<file path="config.mk">
export PLATFORM = sky130hd
export DESIGN_NAME = pipeline_controller
export DESIGN_NICKNAME = d
export VERILOG_FILES = /design/src/rtl/pipeline_controller_pkg.sv /design/src/rtl/pipeline_controller_hazard_detect.sv /design/src/rtl/pipeline_controller.sv
export SDC_FILE = /design/constraint.sdc
export NUM_CORES = 1
export LEC_CHECK = 0
export ABC_AREA = 1
export CORE_MARGIN = 5
export CORE_UTILIZATION = 45
export DETAILED_ROUTE_END_ITERATION = 8
export PLACE_DENSITY = 0.8
export SKIP_CTS_REPAIR_TIMING = 1
export SLEW_MARGIN = 30
export SYNTH_ARGS = -nofsm -noshare
export SYNTH_HDL_FRONTEND = slang
export SYNTH_SLANG_ARGS = --single-unit
export TNS_END_PERCENT = 30
</file>
<file path="constraint.sdc">
create_clock -name CLK -period 1.61 [get_ports CLK]
set_input_delay 0.322 -clock CLK [delete_from_list [all_inputs] [get_ports CLK]]
set_output_delay 0.322 -clock CLK [all_outputs]
set_load 0.05 [all_outputs]
</file>
<file path="src/rtl/pipeline_controller_pkg.sv">
// Shared types for the pipeline sequencer: FSM state encoding and the
// per-state control output bundle.
package pipeline_controller_pkg;

  typedef enum logic [2:0] {
    RUN      = 3'd0,
    BR_EXEC  = 3'd1,
    BR_WB    = 3'd2,
    LD_STALL = 3'd3,
    HALT     = 3'd4
  } pipe_state_t;

  typedef struct packed {
    logic fetch;
    logic decode;
    logic bubble;
    logic completed;
  } ctrl_out_t;

  localparam logic [31:0] STALL_MAX = 32'hFFFF_FFFF;

  function automatic ctrl_out_t decode_state(input pipe_state_t s);
    ctrl_out_t c;
    case (s)
      RUN:      c = ctrl_out_t'(4'b1100);
      BR_EXEC:  c = ctrl_out_t'(4'b1010);
      BR_WB:    c = ctrl_out_t'(4'b1010);
      LD_STALL: c = ctrl_out_t'(4'b0010);
      HALT:     c = ctrl_out_t'(4'b0011);
      default:  c = ctrl_out_t'(4'b0010);
    endcase
    return c;
  endfunction

endpackage

</file>
<file path="src/rtl/pipeline_controller_hazard_detect.sv">
// Combinational load-use comparator between the execute-stage load
// destination and the decode-stage source registers.
module hazard_detect (
  input  logic       LOAD_IN_EXEC,
  input  logic [4:0] EXEC_RD,
  input  logic [4:0] DEC_RS1,
  input  logic [4:0] DEC_RS2,
  input  logic       DEC_USES_RS1,
  input  logic       DEC_USES_RS2,
  output logic       HAZARD
);

  // x0 never carries a dependency, so a load to it cannot stall
  assign HAZARD = LOAD_IN_EXEC && (EXEC_RD != 5'd0) &&
                  ((DEC_USES_RS1 && (DEC_RS1 == EXEC_RD)) ||
                   (DEC_USES_RS2 && (DEC_RS2 == EXEC_RD)));

endmodule

</file>
<file path="src/rtl/pipeline_controller.sv">
// Fetch/decode/execute/write sequencer: owns the fetch PC, inserts load-use
// bubbles, performs the two-cycle branch redirect and latches completion.
module pipeline_controller
  import pipeline_controller_pkg::*;
#(
  parameter int unsigned           PC_WIDTH = 32'd32,
  parameter logic [PC_WIDTH-1:0]   RESET_PC = {PC_WIDTH{1'b0}},
  parameter logic [PC_WIDTH-1:0]   FINAL_PC = PC_WIDTH'(32'd35)
) (
  input  logic                CLK,
  input  logic                RSTN,
  input  logic                BRANCH_IN_DECODE,
  input  logic [4:0]          DEC_RS1,
  input  logic [4:0]          DEC_RS2,
  input  logic                DEC_USES_RS1,
  input  logic                DEC_USES_RS2,
  input  logic                LOAD_IN_EXEC,
  input  logic [4:0]          EXEC_RD,
  input  logic [PC_WIDTH-1:0] JUMP_DEST,
  input  logic                WB_VALID,
  input  logic [PC_WIDTH-1:0] WB_PC,
  output logic [PC_WIDTH-1:0] PC,
  output logic                FETCH_ENABLED,
  output logic                DECODER_ENABLED,
  output logic                BUBBLE,
  output logic                COMPLETED,
  output logic [31:0]         STALL_COUNT
);

  localparam logic [PC_WIDTH-1:0] PC_ONE = {{(PC_WIDTH-1){1'b0}}, 1'b1};

  pipe_state_t         state_r, state_next_s;
  logic [PC_WIDTH-1:0] pc_r, pc_next_s;
  logic [31:0]         stall_count_r;
  ctrl_out_t           ctrl_r;
  logic                hazard_s, halt_s, stalling_s;

  hazard_detect u_hazard (
    .LOAD_IN_EXEC (LOAD_IN_EXEC),
    .EXEC_RD      (EXEC_RD),
    .DEC_RS1      (DEC_RS1),
    .DEC_RS2      (DEC_RS2),
    .DEC_USES_RS1 (DEC_USES_RS1),
    .DEC_USES_RS2 (DEC_USES_RS2),
    .HAZARD       (hazard_s)
  );

  assign halt_s     = WB_VALID && (WB_PC == FINAL_PC);
  assign stalling_s = (state_r == BR_EXEC) || (state_r == BR_WB) || (state_r == LD_STALL);

  // Next-state and next-PC selection; halt outranks everything outside HALT
  always_comb begin
    state_next_s = state_r;
    pc_next_s    = pc_r;
    case (state_r)
      RUN: begin
        if (halt_s) begin
          state_next_s = HALT;
        end else if (hazard_s) begin
          state_next_s = LD_STALL;
        end else if (BRANCH_IN_DECODE) begin
          state_next_s = BR_EXEC;
        end else begin
          pc_next_s = pc_r + PC_ONE;
        end
      end
      BR_EXEC: begin
        if (halt_s) begin
          state_next_s = HALT;
        end else begin
          // fetch register trails PC by one, so aim one short of the target
          state_next_s = BR_WB;
          pc_next_s    = JUMP_DEST - PC_ONE;
        end
      end
      BR_WB: begin
        if (halt_s) begin
          state_next_s = HALT;
        end else begin
          state_next_s = RUN;
          pc_next_s    = pc_r + PC_ONE;
        end
      end
      LD_STALL: begin
        if (halt_s) begin
          state_next_s = HALT;
        end else begin
          state_next_s = RUN;
        end
      end
      HALT:    state_next_s = HALT;
      default: state_next_s = RUN;
    endcase
  end

  // FSM state, PC and registered Moore control outputs
  always_ff @(posedge CLK or negedge RSTN) begin
    if (!RSTN) begin
      state_r <= RUN;
      pc_r    <= RESET_PC;
      ctrl_r  <= decode_state(RUN);
    end else begin
      state_r <= state_next_s;
      pc_r    <= pc_next_s;
      ctrl_r  <= decode_state(state_next_s);
    end
  end

  // Saturating count of cycles spent in a stall or redirect state
  always_ff @(posedge CLK or negedge RSTN) begin
    if (!RSTN) begin
      stall_count_r <= 32'd0;
    end else if (stalling_s && (stall_count_r != STALL_MAX)) begin
      stall_count_r <= stall_count_r + 32'd1;
    end else begin
      stall_count_r <= stall_count_r;
    end
  end

  assign PC              = pc_r;
  assign FETCH_ENABLED   = ctrl_r.fetch;
  assign DECODER_ENABLED = ctrl_r.decode;
  assign BUBBLE          = ctrl_r.bubble;
  assign COMPLETED       = ctrl_r.completed;
  assign STALL_COUNT     = stall_count_r;

endmodule

</file>
==> reports/summary.json <==
{
  "status": "finished, violations left",
  "violations": "negative hold slack, negative setup slack",
  "wl_per_cell_um": 18.05,
  "finalWorstSetupSlack_ps": -258.3,
  "slowest_stage": "sky130_fd_sc_hd__dfrtp_2",
  "synth_async_sr_flop_share_pct": 100.0,
  "synth.avg_cell_area_um2": 5.827,
  "max_frequency_mhz": 535.2,
  "crit-reg2reg-launch": "PC[2]$_DFFE_PN0P_",
  "r2r-end": "PC[13]$_DFFE_PN0P_",
  "first_global_vias": 7476,
  "dieHeight_um": 124.6,
  "drive_gt1_share_pct": 30.57,
  "nets": 1422,
  "ys.warnings.count": 0,
  "synth_top_area_share_pct": 29.22,
  "ir_worst_vdd_mv": 0.8781,
  "setup.worst_path.start_class": "flip-flop",
  "netlist_instances": 1014,
  "synth-edff-count": 0,
  "total_leakage_power_nw": 5.105,
  "endpoint_kind": "flip-flop",
  "cellPowerDensity_nw_per_um2": 1328,
  "initial_utilization_pct": 46.44,
  "finalClockSkew_ps": 5.984,
  "std_cell_rows": 41,
  "clockBufferDepth": 2,
  "layout_min_cycle_time_ps": 1868,
  "detail_route.vias_per_cell": 5.605,
  "ctsHtreeMaxLevel": 3,
  "via_count": 8463,
  "max_cap_violations": 0,
  "ys_seq_area_share_pct": 30.11,
  "synthMostInstantiatedCell": "sky130_fd_sc_hd__nand2_1",
  "cts_num_sinks": 71,
  "port_buffers": 153,
  "gr-usage-all-layers_pct": 26.53,
  "synth.lib_cells_used.distinct": 32,
  "synth.cells.most_frequent": "sky130_fd_sc_hd__nand2_1 (416), sky130_fd_sc_hd__nor2_1 (200), sky130_fd_sc_hd__inv_1 (89), sky130_fd_sc_hd__nand3_1 (70), sky130_fd_sc_hd__dfrtp_1 (69)",
  "cp.arrival_ps": 2100,
  "worst-r2r-setup-slack_ps": -260,
  "root_buffer": "sky130_fd_sc_hd__clkbuf_16",
  "worst_hold_slack_ps": -11.11,
  "hold_path_class": "primary input to async pin",
  "yosys_most_used_dff": "sky130_fd_sc_hd__dfrtp_1",
  "slew-limit-headroom_pct": 78.46,
  "critPathMaxStageDelay_ps": 440,
  "drt_wl_total_um": 27250,
  "fp.dieW_um": 124.6,
  "reg2reg_depth": 9,
  "cts_made_buffers": 9,
  "area_delta_synth_final_pct": 78.46,
  "setup_viol": 38,
  "grt_first_pass_wirelength_um": 34400,
  "final_core_utilization_pct": 82.88,
  "grt_antenna_before_repair": 0,
  "cts_tree": "yes",
  "fin_total_pwr_mw": 14.00,
  "cp.buffers_inverters": 2,
  "synth-seq-cells": 71,
  "clk_pin_slew_worst_paths_ps": 60,
  "detailedRoute.firstPassIterationCount": 6,
  "yosys.area.top_type": "sky130_fd_sc_hd__dfrtp_1",
  "final-hold-violation-count": 26,
  "grt_setup_unrepaired": "yes",
  "synthTopCellsByArea": "sky130_fd_sc_hd__dfrtp_1 (29%), sky130_fd_sc_hd__nand2_1 (26%), sky130_fd_sc_hd__nor2_1 (13%)",
  "num_io_pins": 154,
  "grt_max_degree": 45,
  "syn_nets": 1103,
  "slew_viol_final": 0,
  "initialDrtViolationCount": 1221,
  "place.detailed.hpwl_um": 16960,
  "drc": 0,
  "routability_cong": 0.9741,
  "critPathTopFamily": "simple AND/OR/NAND/NOR gates",
  "antennaDiodeCount": 0,
  "grt-ovfl-total": 0,
  "cp.required_ps": 1840,
  "timing.critical_path.cells": "buf_4, nand3_4, buf_4, nor2_2, nand3_4, o21ai_2, o21ai_2, nand2_1, nand2_1",
  "tightest_slew_ps": 320.7,
  "antenna_violating_nets_post_route": 0,
  "core_um2": 12720,
  "worstPathMaxFanout": 6,
  "post_synth_instance_area_um2": 5908,
  "min_period_over_period_pct": 116.0,
  "crit_type": "flip-flop to flip-flop",
  "clock_insertion_delay_worst_skew_ps": 350,
  "fp.dieArea_um2": 15520
}
==> area by class of cell <==
type                    instances  area (µm²)
inverters                      92       352.8
fillers                       761        2178
repair buffers                324        3679
clock buffers                  13       260.3
well taps                     172       215.2
clock inverters                 3       17.52
flip-flops and latches         71        1804
multi-input cells             835        4215
==> sequential cells by signal, indices dropped and copies added, names as in the netlist <==
signal,cells
BUBBLE,1
COMPLETED,1
DECODER_ENABLED,1
FETCH_ENABLED,1
PC,32
STALL_COUNT,32
state_r,3
==> where the power goes <==
part	total, mW	switching [mW]	internal (mW)	leakage, nW
combinational	9.18	5.20	3.98	4.07
clock	1.94	0.820	1.12	0.136
sequential	2.87	0.572	2.30	0.903
==> worst max path at each step <==
stage,from,end,depth (start not counted)
2_1_floorplan,STALL_COUNT[0]$_DFFE_PN0P_,STALL_COUNT[7]$_DFFE_PN0P_,10
3_3_place_gp,JUMP_DEST[0],PC[24]$_DFFE_PN0P_,14
3_5_place_dp,JUMP_DEST[0],PC[24]$_DFFE_PN0P_,14
4_1_cts,JUMP_DEST[0],PC[24]$_DFFE_PN0P_,14
5_1_grt,PC[19]$_DFFE_PN0P_,PC[20]$_DFFE_PN0P_,10
6_report,PC[2]$_DFFE_PN0P_,PC[13]$_DFFE_PN0P_,9
==> per-layer routing <==
metal / wire [µm] / global-route usage, % / up-vias
li1: - / - / 3792
met1: 9443 / 30.92 / 3857
met2: 13230 / 47.23 / 613
met3: 2634 / 4.974 / 201
met4: 1936 / 11.67 / 0
met5: 0 / 0 / -
==> metrics by stage <==
step                      instance area (µm²)  instances  hold WS (ps)  TNS, ps  setup WS [ps]
after floorplan                          5964       1014         26.41    -6484         -167.6
after global placement                   9492       1481         354.4   -13640         -562.1
after detailed placement                 9492       1481         350.9   -16360         -596.4
after CTS                                9769       1497        -3.640    -4822         -253.5
after global routing                    10540       1510         8.331    -7479         -283.0
final                                   10540       1510        -11.11    -2818         -258.3
==> kinds of logic (layout without fill, tap and decap cells) <==
group                      after synthesis  count (layout)  synth area share [%]
AOI/OAI and AO/OA                       46              46                 4.278
xor gates and xnor gates                44              44                 6.523
adders and majority gates                3               3                0.6354
buffers and inverters                  108             432                 7.306
DFF                                     71              71                 30.11
and+or+nand+nor                        742             742                 51.14
==> placed cells by master (no fill, tap or decap), drive strengths merged, types with 5 or more instances in the layout <==
| cell type | netlist | layout |
|---|---|---|
| buf | 12 | 236 |
| clkbuf | 4 | 17 |
| clkdlybuf4s50 | 0 | 57 |
| dfrtp | 69 | 69 |
| dlymetal6s2s | 0 | 27 |
| inv | 92 | 92 |
| nand2 | 419 | 419 |
| nand3 | 71 | 71 |
| nand3b | 10 | 10 |
| nand4 | 15 | 15 |
| nor2 | 205 | 205 |
| nor3 | 19 | 19 |
| o21ai | 33 | 33 |
| o21bai | 5 | 5 |
| xnor2 | 15 | 15 |
| xor2 | 29 | 29 |
(Power assumes the default switching activity.)
